File: src/rtl/k423_pkg.sv
// Shared widths, WB beat and commit-trace types for the k423 writeback slice.
// Trace record contents are used when K423_WB_TRACE_EN is defined.
package k423_pkg;

    localparam int XLEN   = 32;
    localparam int ADDR_W = 32;
    localparam int RIDX_W = 5;
    localparam int CNT_W  = 64;
    localparam int NREG   = 1 << RIDX_W;

    typedef struct packed {
        logic [ADDR_W-1:0] pc;
        logic              rd_vld;
        logic [RIDX_W-1:0] rd_idx;
        logic [XLEN-1:0]   rd;
    } wb_beat_t;

    typedef struct packed {
        logic              vld;
        logic [ADDR_W-1:0] pc;
        logic [RIDX_W-1:0] rd_idx;
        logic [XLEN-1:0]   rd;
    } trace_t;

    function automatic logic byp_hit(
        input logic              we,
        input logic [RIDX_W-1:0] widx,
        input logic [RIDX_W-1:0] ridx
    );
        return we && (widx != '0) && (widx == ridx);
    endfunction

endpackage

File: src/rtl/k423_regfile_2r1w.sv
// Integer register file: 2 combinational read ports, 1 write port,
// x0 hardwired to zero, write-through bypass on the read ports.
module k423_regfile_2r1w
    import k423_pkg::*;
(
    input  logic              clk,
    input  logic              rst,
    input  logic              we,
    input  logic [RIDX_W-1:0] wr_idx,
    input  logic [XLEN-1:0]   wr_data,
    input  logic [RIDX_W-1:0] rs1_idx,
    output logic [XLEN-1:0]   rs1,
    input  logic [RIDX_W-1:0] rs2_idx,
    output logic [XLEN-1:0]   rs2
);

    logic [XLEN-1:0] regs [NREG];

    always_ff @(posedge clk or posedge rst) begin
        if (rst) begin
            for (int i = 0; i < NREG; i++) begin
                regs[i] <= '0;
            end
        end else if (we && (wr_idx != '0)) begin
            regs[wr_idx] <= wr_data;
        end
    end

    // A same-cycle write to the index being read returns the new data.
    always_comb begin
        rs1 = '0;
        if (byp_hit(we, wr_idx, rs1_idx)) begin
            rs1 = wr_data;
        end else if (rs1_idx != '0) begin
            rs1 = regs[rs1_idx];
        end
    end

    always_comb begin
        rs2 = '0;
        if (byp_hit(we, wr_idx, rs2_idx)) begin
            rs2 = wr_data;
        end else if (rs2_idx != '0) begin
            rs2 = regs[rs2_idx];
        end
    end

endmodule

File: src/rtl/k423_wb_regfile.sv
// Writeback stage: commits WB beats and debug writes, retire counter, trace.
// Define K423_WB_TRACE_EN to build the registered commit-trace port.
module k423_wb_regfile
    import k423_pkg::*;
(
    input  logic              clk_i,
    input  logic              rst_i,
    input  logic              mem2wb_stage_vld_i,
    output logic              wb_stage_rdy_o,
    input  logic [ADDR_W-1:0] wb_pc_i,
    input  logic              wb_rd_vld_i,
    input  logic [RIDX_W-1:0] wb_rd_idx_i,
    input  logic [XLEN-1:0]   wb_rd_i,
    input  logic [RIDX_W-1:0] id_rs1_idx_i,
    output logic [XLEN-1:0]   id_rs1_o,
    input  logic [RIDX_W-1:0] id_rs2_idx_i,
    output logic [XLEN-1:0]   id_rs2_o,
    input  logic              dbg_wr_req_i,
    input  logic [RIDX_W-1:0] dbg_wr_idx_i,
    input  logic [XLEN-1:0]   dbg_wr_data_i,
    output logic              dbg_wr_ack_o,
    output logic [CNT_W-1:0]  retire_cnt_o,
    output logic              trace_vld_o,
    output logic [ADDR_W-1:0] trace_pc_o,
    output logic [RIDX_W-1:0] trace_rd_idx_o,
    output logic [XLEN-1:0]   trace_rd_o
);

    wb_beat_t          beat;
    logic              accept;
    logic              wb_wr;
    logic              dbg_wr;
    logic              rf_we;
    logic [RIDX_W-1:0] rf_idx;
    logic [XLEN-1:0]   rf_data;
    logic [CNT_W-1:0]  retire_cnt_q;
    logic              dbg_ack_q;

    assign beat = '{pc: wb_pc_i, rd_vld: wb_rd_vld_i,
                    rd_idx: wb_rd_idx_i, rd: wb_rd_i};

    // Debug owns the single write port, so WB is held off while it asks.
    assign wb_stage_rdy_o = ~rst_i & ~dbg_wr_req_i;
    assign accept         = mem2wb_stage_vld_i & wb_stage_rdy_o;
    assign wb_wr          = accept & beat.rd_vld & (beat.rd_idx != '0);
    assign dbg_wr         = dbg_wr_req_i & ~rst_i;

    always_comb begin
        rf_we   = 1'b0;
        rf_idx  = beat.rd_idx;
        rf_data = beat.rd;
        unique case (1'b1)
            dbg_wr: begin
                rf_we   = 1'b1;
                rf_idx  = dbg_wr_idx_i;
                rf_data = dbg_wr_data_i;
            end
            wb_wr: begin
                rf_we = 1'b1;
            end
            default: ;
        endcase
    end

    k423_regfile_2r1w u_rf (
        .clk     (clk_i),
        .rst     (rst_i),
        .we      (rf_we),
        .wr_idx  (rf_idx),
        .wr_data (rf_data),
        .rs1_idx (id_rs1_idx_i),
        .rs1     (id_rs1_o),
        .rs2_idx (id_rs2_idx_i),
        .rs2     (id_rs2_o)
    );

    always_ff @(posedge clk_i or posedge rst_i) begin
        if (rst_i) begin
            retire_cnt_q <= '0;
            dbg_ack_q    <= 1'b0;
        end else begin
            dbg_ack_q <= dbg_wr_req_i;
            if (accept) begin
                retire_cnt_q <= retire_cnt_q + CNT_W'(1);
            end
        end
    end

    assign retire_cnt_o = retire_cnt_q;
    assign dbg_wr_ack_o = dbg_ack_q;

`ifdef K423_WB_TRACE_EN
    trace_t trace_q;

    always_ff @(posedge clk_i or posedge rst_i) begin
        if (rst_i) begin
            trace_q <= '0;
        end else begin
            trace_q.vld <= accept;
            if (accept) begin
                trace_q.pc     <= beat.pc;
                trace_q.rd_idx <= wb_wr ? beat.rd_idx : '0;
                trace_q.rd     <= wb_wr ? beat.rd : '0;
            end
        end
    end

    assign trace_vld_o    = trace_q.vld;
    assign trace_pc_o     = trace_q.pc;
    assign trace_rd_idx_o = trace_q.rd_idx;
    assign trace_rd_o     = trace_q.rd;
`else
    logic unused_pc;
    assign unused_pc = ^beat.pc;

    assign trace_vld_o    = 1'b0;
    assign trace_pc_o     = '0;
    assign trace_rd_idx_o = '0;
    assign trace_rd_o     = '0;
`endif

endmodule

File: config.mk
export PLATFORM = sky130hd
export DESIGN_NAME = k423_wb_regfile
export DESIGN_NICKNAME = d
export VERILOG_FILES = /design/src/rtl/k423_pkg.sv /design/src/rtl/k423_regfile_2r1w.sv /design/src/rtl/k423_wb_regfile.sv
export SDC_FILE = /design/constraint.sdc
export NUM_CORES = 2
export LEC_CHECK = 0
export ABC_AREA = 1
export CORE_ASPECT_RATIO = 0.9
export CORE_MARGIN = 2
export CORE_UTILIZATION = 45
export CTS_BUF_LIST = sky130_fd_sc_hd__clkbuf_8
export DETAILED_ROUTE_END_ITERATION = 8
export SLEW_MARGIN = 20
export SYNTH_ARGS = -nofsm -noshare
export SYNTH_HDL_FRONTEND = slang
export SYNTH_SLANG_ARGS = --single-unit
export TNS_END_PERCENT = 20
File: constraint.sdc
create_clock -name clk_i -period 49 [get_ports clk_i]
set_input_delay 4.9 -clock clk_i [delete_from_list [all_inputs] [get_ports clk_i]]
set_output_delay 4.9 -clock clk_i [all_outputs]
set_load 0.1 [all_outputs]
==> flow_summary_export.csv <==
group,metric,value,unit
logic_synthesis,synthArstFlopShare,1.00,
logic_synthesis,netlist_instances,9725,
timing,relSlewSlack,0.188,
timing,rsz0062_at_grt,"false",
worst_setup_path,r2r_slack,46.62,ns
final_layout,fillCellCount,14318,
power_and_ir_drop,p_per_area,42.7,nW/um^2
logic_synthesis,ys.warnings.count,0,
drt,wire_per_inst,22.3,um
worst_hold_path,whs_endpoint,"u_rf.regs[992]$_DFFE_PP0P_",
worst_hold_path,hp-start,"u_rf.regs[992]$_DFFE_PP0P_",
clock_network,clkTransAtPathRegs,0.05,ns
floorplan,core.rowCount,132,
drt,route.met2.wl,107000,um
timing,max_freq,63.2,MHz
worst_setup_path,r2r_cells,9,
worst_setup_path,timing.rr.end,"retire_cnt_o[50]$_DFFE_PP0N_",
final_layout,fin_util,0.497,
place,place_congestion,0.931,
clock_network,cts_sinks,1089,
outcome,status,"finished, final reports clean",
timing,finalHoldViolations,0,
worst_setup_path,crit_chain,"clkdlybuf4s50_1 > nand2_2 > buf_4 > nand2_1 > nand2_2 > nand3_4 > nor2_4 > nor2_8 > nand2_1 > nand2_1 > buf_4 > o21ai_0 > clkdlybuf4s50_1",
floorplan,core,144000,um^2
logic_synthesis,yosysSeqAreaShare,0.420,
final_layout,multi_input_area,30100,um^2
timing,tns,0,ns
logic_synthesis,synthAdderAreaFrac,0.000193,
drt,firstDrtPassIters,6,
final_layout,final_common_cell,"nand2_1",
timing,slew_viol_final,0,
final_layout,layout_common_cells,"nand2_1 (3525), nand3_1 (1593), inv_1 (1182)",
clock_network,clk_path_buf_depth,3,
floorplan,die_area,147000,um^2
floorplan,initial_core_util,0.452,
drt,final_antenna_net_count,0,
final_layout,seqCellArea,27300,um^2
logic_synthesis,synth-seq-cells,1089,
clock_network,clock_latency,0.95,ns
worst_setup_path,start_kind,"input port",
timing,fin_crit_sh,0.323,
timing,setup_violations,0,
clock_network,holdBufCountCts,0,
place,port_buffers,218,
global_routing,grt_usage,0.344,
drt,viasPerCell,5.70,
drt,num_vias,65715,
worst_setup_path,critPathArrivalTime,10.92,ns
worst_setup_path,end_kind,"output pin",
drt,drt-total-wl,258000,um
final_layout,drive_gt1_frac,0.0520,
clock_network,cts_root_buffer,"clkbuf_8",
final_layout,area_growth,9.89,%
global_routing,grt_pass1_vias,60931,
logic_synthesis,postSynthAreaPerCell,6.67,um^2
drt,dr_wl_met3,32300,um
worst_setup_path,crit_fanout,41,
power_and_ir_drop,leakage,34.5,nW
place,place_area,67400,um^2
global_routing,grt_pass1_wl,385000,um
floorplan,die_h,364,um
logic_synthesis,synthSimpleGateAreaFrac,0.347,
worst_setup_path,slowest_stage,"clkdlybuf4s50_1",
drt,drtIter0Drc,8946,
logic_synthesis,synth_compound_area_frac,0.104,
worst_hold_path,holdPathStages,0,
final_layout,finalInstanceArea,71300,um^2
worst_setup_path,worstPathRequired,44.10,ns
logic_synthesis,synth.area.mux_share,0,
logic_synthesis,synth_edf_count,0,
logic_synthesis,syn-cell-area,64900,um^2
floorplan,die_w,404,um
worst_setup_path,worstReg2RegStart,"retire_cnt_o[0]$_DFFE_PP0N_",
worst_setup_path,slowest_delay,1.31,ns
job,max-cap-violations,0,
global_routing,grt_antenna_before_repair,17,
worst_setup_path,cpMostUsedCell,"nand2_1",
clock_network,ctsResizeCount,0,
drt,route.detailed.drc,0,
global_routing,overflow,0,
clock_network,numCtsBuffers,191,
logic_synthesis,synth_top_family_by_area,"simple AND/OR/NAND/NOR gates",
logic_synthesis,synth_cell_types,36,
drt,wl_met1,107000,um
global_routing,grt_max_degree,172,
clock_network,post-cts-setup-buffers,0,
power_and_ir_drop,ir_worst_vdd,34.4,uV
timing,period_needed,15.82,ns
drt,highest_layer,"met5",
floorplan,ioPinCount,321,
worst_hold_path,hold_path_class,"flip-flop to flip-flop",
clock_network,htreeDepth,4,
final_layout,fin_nets,9634,
timing,worst_pin_slew,1.21,ns
timing,fin_skew,0.0253,ns
worst_setup_path,critPathKind,"input port to output pin",
clock_network,cts_tree,"yes",
place,hpwl,142000,um
logic_synthesis,yosys.area_share.xor_xnor,0.00729,
logic_synthesis,synth_flop_cell,"dfrtp_1",
critical path: cells and delay by family:
family / cells / cell delay [ns]
AO/OA/AOI/OAI: 1 / 0.97
buffers and inverters: 4 / 3.16
AND/OR/NAND/NOR: 8 / 1.79
cell families (layout without fill, tap and decap cells):
family | count (synthesis) | count (layout)
buffers and inverters | 1971 | 1833
adders and majority gates | 1 | 1
other | 1 | 76
xor gates and xnor gates | 54 | 54
DFF | 1089 | 1089
AOI/OAI and AO/OA | 1281 | 1281
and+or+nand+nor | 5328 | 5328
state kept, by name, summed over array words and instances (netlist names):
name and cells:
retire_cnt_o 64, u_rf.regs 1024, dbg_wr_ack_o 1
through the flow:
stage / power, mW / std cells / worst slack (ns) / hold WS, ns
floorplan: 1.95 / 9794 / 21.38 / 0.429
CTS: 3.04 / 11531 / 33.42 / 0.380
global route: 3.23 / 11533 / 33.24 / 0.382
global placement: 2.14 / 11193 / 33.50 / 0.366
detailed placement: 2.17 / 11194 / 33.44 / 0.366
finish: 3.05 / 11538 / 33.18 / 0.375
worst max-delay path by stage:
stage                 startpoint      endpoint  slack (ns)  cells after the start
detailed placement  dbg_wr_req_i   id_rs1_o[6]       33.44                     13
global route        dbg_wr_req_i   id_rs1_o[6]       33.24                     13
floorplan                  rst_i  id_rs2_o[21]       21.38                     11
finish              dbg_wr_req_i   id_rs1_o[6]       33.18                     13
global placement    dbg_wr_req_i   id_rs1_o[6]       33.50                     13
CTS                 dbg_wr_req_i   id_rs1_o[6]       33.42                     13
power by group:
group | internal, mW | switching, mW
registers | 1.16 | 0.0806
clock network | 0.459 | 0.411
logic | 0.269 | 0.667
total | 1.89 | 1.16
layout make-up:
| cell class | count | share of cell area |
|---|---|---|
| well taps | 1876 | 0.0329 |
| repair buffers | 364 | 0.0480 |
| multi-input cells | 6734 | 0.422 |
| inverters | 1132 | 0.0602 |
| diodes | 6 | 0.000211 |
| clock inverters | 83 | 0.00533 |
| flip-flops and latches | 1089 | 0.382 |
| clock buffers | 254 | 0.0490 |
cells in the mapped netlist, types with 4 or more instances:
library cell  instances  area share
a21oi_1              51      0.0039
buf_1                61      0.0035
buf_2               109      0.0084
buf_4                77      0.0089
clkbuf_1            552       0.032
clkbuf_2             38      0.0029
dfrtp_1            1089        0.42
inv_1              1126       0.065
inv_2                 4     0.00023
nand2_1            3530        0.20
nand2_2               5     0.00048
nand3_1            1593        0.12
nand3_2               6     0.00093
nand3b_1              4     0.00046
nand4_1              25      0.0024
nor2_1               98      0.0057
nor2_2                8     0.00077
nor2_4               17      0.0029
nor2_8                9      0.0028
nor3_1               22      0.0017
o211ai_1            136       0.016
o21ai_0             969       0.075
o21ai_1             125      0.0096
xnor2_1              22      0.0030
xor2_1               32      0.0043
layer usage:
| layer | up-vias | GRT usage |
|---|---|---|
| met1 | 30876 | 0.484 |
| li1 | 30081 | - |
| met3 | 646 | 0.0823 |
| met2 | 4100 | 0.510 |
| met5 | - | 0 |
| met4 | 12 | 0.138 |
Power figures use the tool's default switching activity.
